--- src/rtl/ahb_lite_arb2.sv ---
// Two-master AHB-Lite arbiter in front of the block-RAM slave.
// A master that is not issued immediately is held in a one-deep buffer and stalled.
module ahb_lite_arb2 #(
   parameter int FIXED_PRIO = 0,
   parameter int AW         = 32
) (
   input  logic            sys_clk,
   input  logic            sys_resetn,
   input  logic [3:0]      m_htrans,
   input  logic [2*AW-1:0] m_haddr,
   input  logic [1:0]      m_hwrite,
   input  logic [3:0]      m_hsize,
   input  logic [5:0]      m_hburst,
   input  logic [7:0]      m_hprot,
   input  logic [63:0]     m_hwdata,
   output logic [31:0]     m_hrdata,
   output logic [1:0]      m_hready,
   output logic [1:0]      m_hresp,
   output logic [1:0]      s_htrans,
   output logic [AW-1:0]   s_haddr,
   output logic            s_hwrite,
   output logic [1:0]      s_hsize,
   output logic [2:0]      s_hburst,
   output logic [3:0]      s_hprot,
   output logic [31:0]     s_hwdata,
   input  logic [31:0]     s_hrdata,
   input  logic            s_hready,
   input  logic            s_hresp
);

   logic [1:0]    pend_valid;
   logic [AW-1:0] pend_addr  [2];
   logic [1:0]    pend_trans [2];
   logic          pend_write [2];
   logic [1:0]    pend_size  [2];
   logic [2:0]    pend_burst [2];
   logic [3:0]    pend_prot  [2];

   logic          dp_valid;
   logic          dp_owner;
   logic          last_grant;

   logic [1:0]    live;
   logic [1:0]    req;
   logic          winner;
   logic          issue;

   logic [AW-1:0] f_addr  [2];
   logic [1:0]    f_trans [2];
   logic          f_write [2];
   logic [1:0]    f_size  [2];
   logic [2:0]    f_burst [2];
   logic [3:0]    f_prot  [2];

   always_comb begin
      for (int unsigned i = 0; i < 2; i++) begin
         m_hready[i] = pend_valid[i] ? 1'b0 :
                       (dp_valid && dp_owner == 1'(i)) ? s_hready : 1'b1;
         m_hresp[i]  = (dp_valid && dp_owner == 1'(i)) ? s_hresp : 1'b0;
      end
   end

   // A live request is only seen while the master is not stalled; a buffered one wins over live inputs.
   always_comb begin
      for (int unsigned i = 0; i < 2; i++) begin
         live[i]    = m_htrans[2*i+1] & m_hready[i];
         req[i]     = pend_valid[i] | live[i];
         f_addr[i]  = pend_valid[i] ? pend_addr[i]  : m_haddr[AW*i +: AW];
         f_trans[i] = pend_valid[i] ? pend_trans[i] : m_htrans[2*i +: 2];
         f_write[i] = pend_valid[i] ? pend_write[i] : m_hwrite[i];
         f_size[i]  = pend_valid[i] ? pend_size[i]  : m_hsize[2*i +: 2];
         f_burst[i] = pend_valid[i] ? pend_burst[i] : m_hburst[3*i +: 3];
         f_prot[i]  = pend_valid[i] ? pend_prot[i]  : m_hprot[4*i +: 4];
      end
   end

   always_comb begin
      if (req == 2'b11)
         winner = (FIXED_PRIO != 0) ? 1'b0 : ~last_grant;
      else
         winner = req[1];
   end

   assign issue = sys_resetn & s_hready & (|req);

   always_comb begin
      s_htrans = '0;
      s_haddr  = '0;
      s_hwrite = 1'b0;
      s_hsize  = '0;
      s_hburst = '0;
      s_hprot  = '0;
      if (issue) begin
         s_htrans = f_trans[winner];
         s_haddr  = f_addr[winner];
         s_hwrite = f_write[winner];
         s_hsize  = f_size[winner];
         s_hburst = f_burst[winner];
         s_hprot  = f_prot[winner];
      end
   end

   assign s_hwdata = !dp_valid ? '0 : (dp_owner ? m_hwdata[63:32] : m_hwdata[31:0]);
   assign m_hrdata = s_hrdata;

   always_ff @(posedge sys_clk or negedge sys_resetn) begin
      if (!sys_resetn) begin
         pend_valid <= '0;
         dp_valid   <= 1'b0;
         dp_owner   <= 1'b0;
         last_grant <= 1'b1;
      end else begin
         if (issue) begin
            dp_valid   <= 1'b1;
            dp_owner   <= winner;
            last_grant <= winner;
         end else if (s_hready) begin
            dp_valid   <= 1'b0;
         end
         for (int unsigned i = 0; i < 2; i++) begin
            if (issue && winner == 1'(i))
               pend_valid[i] <= 1'b0;
            else if (live[i])
               pend_valid[i] <= 1'b1;
         end
      end
   end

   // Buffer fields only matter while pend_valid is set, so they need no reset.
   always_ff @(posedge sys_clk) begin
      for (int unsigned i = 0; i < 2; i++) begin
         if (live[i] && !(issue && winner == 1'(i))) begin
            pend_addr[i]  <= m_haddr[AW*i +: AW];
            pend_trans[i] <= m_htrans[2*i +: 2];
            pend_write[i] <= m_hwrite[i];
            pend_size[i]  <= m_hsize[2*i +: 2];
            pend_burst[i] <= m_hburst[3*i +: 3];
            pend_prot[i]  <= m_hprot[4*i +: 4];
         end
      end
   end

endmodule

--- config.mk ---
export PLATFORM = sky130hd
export DESIGN_NAME = ahb_lite_arb2
export DESIGN_NICKNAME = d
export VERILOG_FILES = /design/src/rtl/ahb_lite_arb2.sv
export SDC_FILE = /design/constraint.sdc
export NUM_CORES = 1
export LEC_CHECK = 0
export ABC_AREA = 0
export ABC_CLOCK_PERIOD_IN_PS = 4190
export CAP_MARGIN = 20
export CORE_MARGIN = 5
export CORE_UTILIZATION = 45
export CTS_BUF_LIST = sky130_fd_sc_hd__clkbuf_8
export DETAILED_ROUTE_END_ITERATION = 6
export PLACE_DENSITY = 0.94
export SETUP_SLACK_MARGIN = 0.02
export SLEW_MARGIN = 20
export SYNTH_ARGS = -nofsm -noshare
export SYNTH_HDL_FRONTEND = slang
export SYNTH_SLANG_ARGS = --single-unit
--- constraint.sdc ---
create_clock -name sys_clk -period 4.19 [get_ports sys_clk]
set_input_delay 0.838 -clock sys_clk [delete_from_list [all_inputs] [get_ports sys_clk]]
set_output_delay 0.838 -clock sys_clk [all_outputs]
set_load 0.01 [all_outputs]
After elaboration in Yosys (flattened, before gate mapping)
Memories as Yosys holds them, arrays and structs flattened.
Index checks and enable logic that the tools add are counted.
{"block": "classes", "magnitude_cmp": 1, "n_eq_ne": 1, "mux": 55, "n_bitwise": 10, "reduce_logical": 12}
{"op": "$mux 32", "count": 8}
{"op": "$mux 2", "count": 12}
{"op": "$mux 4", "count": 6}
{"op": "$mux 1", "count": 23}
{"op": "$mux 3", "count": 6}
{"op": "$logic_and 1x1->1", "count": 6}
{"op": "$reduce_bool 2->1", "count": 3}
{"op": "$and 1x1->1", "count": 4}
{"op": "$not 1->1", "count": 3}
{"op": "$eq 2x2->1 const B", "count": 1}
{"op": "$ge 2x2->1 const B", "count": 1}
{"op": "$logic_not 1->1", "count": 2}
{"op": "$not 1->2", "count": 1}
{"op": "$or 1x1->1", "count": 2}
{"op": "$reduce_or 2->1", "count": 1}
{"block": "totals", "reg_bits": 5, "ramBits": 88, "input_bits": 188, "output_inout_bits": 112, "memories": 6}
{"name": "pend_addr", "depth": 2, "word_bits": 32, "rd": 2, "rd_clocked_by_memory_dff": 0, "write_ports": 2, "line": "32", "rtl": "logic [AW-1:0] pend_addr [2];"}
{"name": "pend_prot", "depth": 2, "word_bits": 4, "rd": 2, "rd_clocked_by_memory_dff": 0, "write_ports": 2, "line": "37", "rtl": "logic [3:0] pend_prot [2];"}
{"name": "pend_burst", "depth": 2, "word_bits": 3, "rd": 2, "rd_clocked_by_memory_dff": 0, "write_ports": 2, "line": "36", "rtl": "logic [2:0] pend_burst [2];"}
{"name": "pend_size", "depth": 2, "word_bits": 2, "rd": 2, "rd_clocked_by_memory_dff": 0, "write_ports": 2, "line": "35", "rtl": "logic [1:0] pend_size [2];"}
{"name": "pend_trans", "depth": 2, "word_bits": 2, "rd": 2, "rd_clocked_by_memory_dff": 0, "write_ports": 2, "line": "33", "rtl": "logic [1:0] pend_trans [2];"}
{"name": "pend_write", "depth": 2, "word_bits": 1, "rd": 2, "rd_clocked_by_memory_dff": 0, "write_ports": 2, "line": "34", "rtl": "logic pend_write [2];"}

Logic depth before layout (Yosys ltp)
Gate-level depths: netlist of run 1.
{"block": "logic_depth", "word_depth": 14, "ltp_mapped": 6, "depth_no_buf": 3}

Worst setup path before layout of run 1
No wires, ideal clock.
{"block": "synth_path", "kind": "input port to flip-flop", "startpoint": "input s_hready", "endpoint": "memory pend_addr[1][0], in the netlist pend_addr[0][32] (enable)", "setup_ns": 0.406, "arrival_ns": 2.535, "required_ns": 3.784, "slack_ns": 1.249, "path_stages": 4, "n_path_buf": 1, "path_cell_list": "buf_2 -> nand3b_1 -> nor2b_1 -> and3_1"}
{"item": "from (decl)", "line": "27", "rtl": "input logic s_hready,"}
{"item": "to (decl)", "line": "32"}

Worst setup path in the final report of run 1
{"block": "layout_path", "startpoint": "input s_hready", "endpoint": "output s_htrans[0]"}
{"block": "layout_between", "elab_chain_len": 11, "word_cells_on_any_way": 18, "cone_classes": "1 x eq/ne; 9 x mux; 7 x bitwise; 1 x reduce/logical"}
{"item": "$mux 1", "line": "58", "rtl": "(dp_valid && dp_owner == 1'(i)) ? s_hready : 1'b1;"}
{"item": "$mux 1", "line": "57", "rtl": "m_hready[i] = pend_valid[i] ? 1'b0 :"}
{"item": "$and 1x1->1", "line": "66", "rtl": "live[i] = m_htrans[2*i+1] & m_hready[i];"}
{"item": "$or 1x1->1", "line": "67", "rtl": "req[i] = pend_valid[i] | live[i];"}
{"item": "$eq 2x2->1", "line": "78", "rtl": "if (req == 2'b11)"}
{"item": "$mux 1", "line": "78"}
{"item": "$not 1->2 (implied by the code)", "line": "94", "rtl": "s_htrans = f_trans[winner];"}
{"item": "$mux 2 (implied by the code) (3 in a row)", "line": "94"}
{"item": "$mux 2 (*)", "line": "93", "rtl": "if (issue) begin"}
{"item": "to (decl)", "line": "19", "rtl": "output logic [1:0] s_htrans,"}
Mark *: on every way between the ends. The rest lies on a longest branch, timed or not. The select of a mux whose other input is x is not followed.

==> flow_summary.toml, run 1 <==
[run_status]
status = "completed"

[synthesis]
yosys.cell_types.count = 28
synth_edf_count = 88
synth_nets = 773
synthFlopType = "edfxtp_1"
synth_seq_cells = 93
synth-seq-area-share_pct = 46.32
yosysWarningCount = 0
syn_avg_cell_area_um2 = 10.22
netlist_instances = 585
synthArstFlopShare_pct = 5.376
synth_area_mm2 = 0.005978

[grt]
grt_pass1_wl_um = 28760
grt_usage_pct = 22.82
grt-ovfl-total = 0
grt_use_met2_pct = 40.68
grtUsageMet3_pct = 6.013
antenna_found_initial = 0
grt.busiest_layer = "met2"
met1_usage_pct = 26.15
grt_max_degree = 52
grt_pass1_vias = 5341

[clock_network]
numCtsBuffers = 9
cts_hold_buf = 0
worstSkewPairLatency_ps = 360
cts_max_path_buffers = 2
cts_sinks = 93
clkTransAtPathRegs_ps = 90
post-cts-setup-buffers = 0
cts_resized = 0
root_buffer = "clkbuf_8"
cts_tree = "built"
cts.htree.levels = 3

[route]
ant_nets = 0
first_pass_iters = 6
num_vias = 5214
wl_um = 18470
wl_per_cell_um = 19.73
viasPerCell = 5.571
drtIter0Drc = 527
route.detailed.drc = 0

[worst_hold_path]
hold_depth = 2
hp-class = "reg -> reg"
min_to = "last_grant"
min-delay-start = "last_grant"

[timing]
maxClockFrequency_ghz = 0.2541
fin_crit_ps = 3936
setup_viol = 0
maxSlewViolCount = 0
finClkSkew_ps = 13.29
hold_viol = 0
min_period_over_period_pct = 93.93
tns_ps = 0
tightest_slew_ps = 691.2
grt_setup_unrepaired = "false"
relSlewSlack_pct = 53.92

[floorplan]
start_util_pct = 45.50
core-area_mm2 = 0.01314
fp.dieW_um = 125.3
dieHeight_um = 125.3
pin_count = 300
die-area_mm2 = 0.01569
rows = 42

[power_and_ir_drop]
powerDensity_mw_per_mm2 = 362.3
power.leakage_nw = 3.006
peakVddDrop_uv = 233.5

[critical_path]
crit_chain = "clkdlybuf4s50_1 > nor4bb_4 > buf_4 > o2bb2ai_1 > a21oi_1 > clkdlybuf4s50_1"
cpLargestDelayFamily = "buffers and inverters"
worst-path-buf-inv = 3
worst_setup_path_end_kind = "primary output"
arrival_ps = 3100
reg2reg_slack_ps = 1770
startpoint_type = "primary input"
timing.rr.end = "pend_addr[0][36]"
critical-path-max-stage-delay_ps = 620
crit_type = "in -> out"
crit_slowest_cell = "clkdlybuf4s50_1"
rr_startpoint = "pend_valid[0]"
path_common_cell = "clkdlybuf4s50_1"
cp_max_fo = 26
critPathRequiredTime_ps = 3350
ff2ff_path_depth = 5

[place]
io_buffers = 235
gp_congestion = 0.7935
dp_hpwl_um = 13470

[layout]
diodes = 0
final_util_pct = 64.42
nets = 943
area_growth_pct = 41.57
drive_gt1_share_pct = 6.184

[run]
max_cap_violations = 0
## area by class of cell
cell class                      count  area [um^2]
Sequential cell                    93         2773
Clock buffer                       11        151.4
Clock inverter                      5        75.07
Inverter                            1        3.754
Fill cell                        1006         4674
Tap cell                          176        220.2
Multi-Input combinational cell    397         2713
Timing Repair Buffer              253         2527
## worst max-delay path by stage
| stage | start | end | slack, ps | cells past startpoint |
|---|---|---|---|---|
| 2_1_floorplan | s_hready | pend_addr[0][32] | 1250 | 4 |
| 3_3_place_gp | s_hready | s_htrans[0] | 340 | 6 |
| 3_5_place_dp | s_hready | s_htrans[0] | 250 | 6 |
| 4_1_cts | s_hready | s_htrans[0] | 260 | 6 |
| 5_1_grt | s_hready | s_htrans[0] | 120 | 6 |
| 6_report | s_hready | s_htrans[0] | 250 | 6 |
## worst reg2reg max path: stages, from the launching register on
cell     delay, ps
dfrtp_2        820
o21ai_4        120
buf_4          230
nand3_1        120
and3_2         480
buf_4          330
## report_power, final
part	switching (mW)	internal, mW	total [mW]
logic	0.601	0.617	1.22
clock network	0.316	0.365	0.681
registers	0.0583	1.11	1.17
total	0.975	2.09	3.07
## logic make-up after synthesis
family          count (synthesis)  synth area share (%)
buf+inv                        95                 9.020
compound gates                141                 17.39
mux                            34                 5.735
flops                          93                 46.32
simple gates                  222                 21.54
## cells in the mapped netlist (3+ instances only)
cell type	count	share of area, %
edfxtp_1	88	44
nand2_1	88	5.5
nand3b_1	87	11
o2bb2ai_1	86	13
a21oi_1	46	3.9
clkbuf_1	35	2.2
nor2b_1	35	3.7
buf_4	33	4.1
mux2i_1	32	5.4
buf_2	17	1.4
buf_6	5	0.94
buf_1	4	0.25
dfrtp_1	4	1.7
nor2_1	4	0.25
o21ai_0	4	0.33
and3_1	3	0.31
## per-stage QoR
stage / cell area (um^2) / hold WS, ps / total power [mW] / worst slack (ps) / cells
3_5_place_dp: 8237 / 546.0 / 2.410 / 246.1 / 920
5_1_grt: 8463 / 574.0 / 3.219 / 123.6 / 936
2_1_floorplan: 5978 / 480.6 / 1.901 / 1249 / 585
6_report: 8463 / 558.9 / 3.066 / 254.2 / 936
3_3_place_gp: 8237 / 510.9 / 2.384 / 338.5 / 920
4_1_cts: 8463 / 558.8 / 3.083 / 259.3 / 936
## per-layer routing
| metal | wire (um) | up-vias |
|---|---|---|
| met4 | 605 | 0 |
| met3 | 1484 | 38 |
| met5 | 0 | - |
| met2 | 9400 | 259 |
| li1 | - | 2467 |
| met1 | 6978 | 2450 |
## state kept, by name, summed over array words and instances, names as in the netlist
signal / flops
last_grant: 1
pend_trans: 4
pend_write: 2
pend_valid: 2
pend_size: 4
pend_burst: 6
pend_prot: 8
dp_owner: 1
pend_addr: 64
dp_valid: 1
## layout by cell type (no fill, tap or decap), drive strengths merged
cell           instances
clkinvlp               1
mux2                   2
o21bai                 1
clkdlybuf4s50        233
o22a                   1
edfxtp                88
o21a                   1
clkinv                 1
nand2                 88
nand3b                87
inv                    2
o2bb2ai               86
nor2                   4
nor2b                 35
bufinv                 2
nor3b                  1
clkbuf                11
a21o                   1
nand3                  2
and3                   3
nor4b                  1
mux2i                 32
dfrtp                  4
a21oi                 46
dfstp                  1
buf                   20
nor4bb                 1
o21ai                  5
Power figures use the tool's default switching activity.
==> run 2, diff against run 1 <==
Settings changed: SLEW_MARGIN 20 to 15.
==> results of run 2 <==
The final DEF is identical to that of run 1; final timing and power are the same.
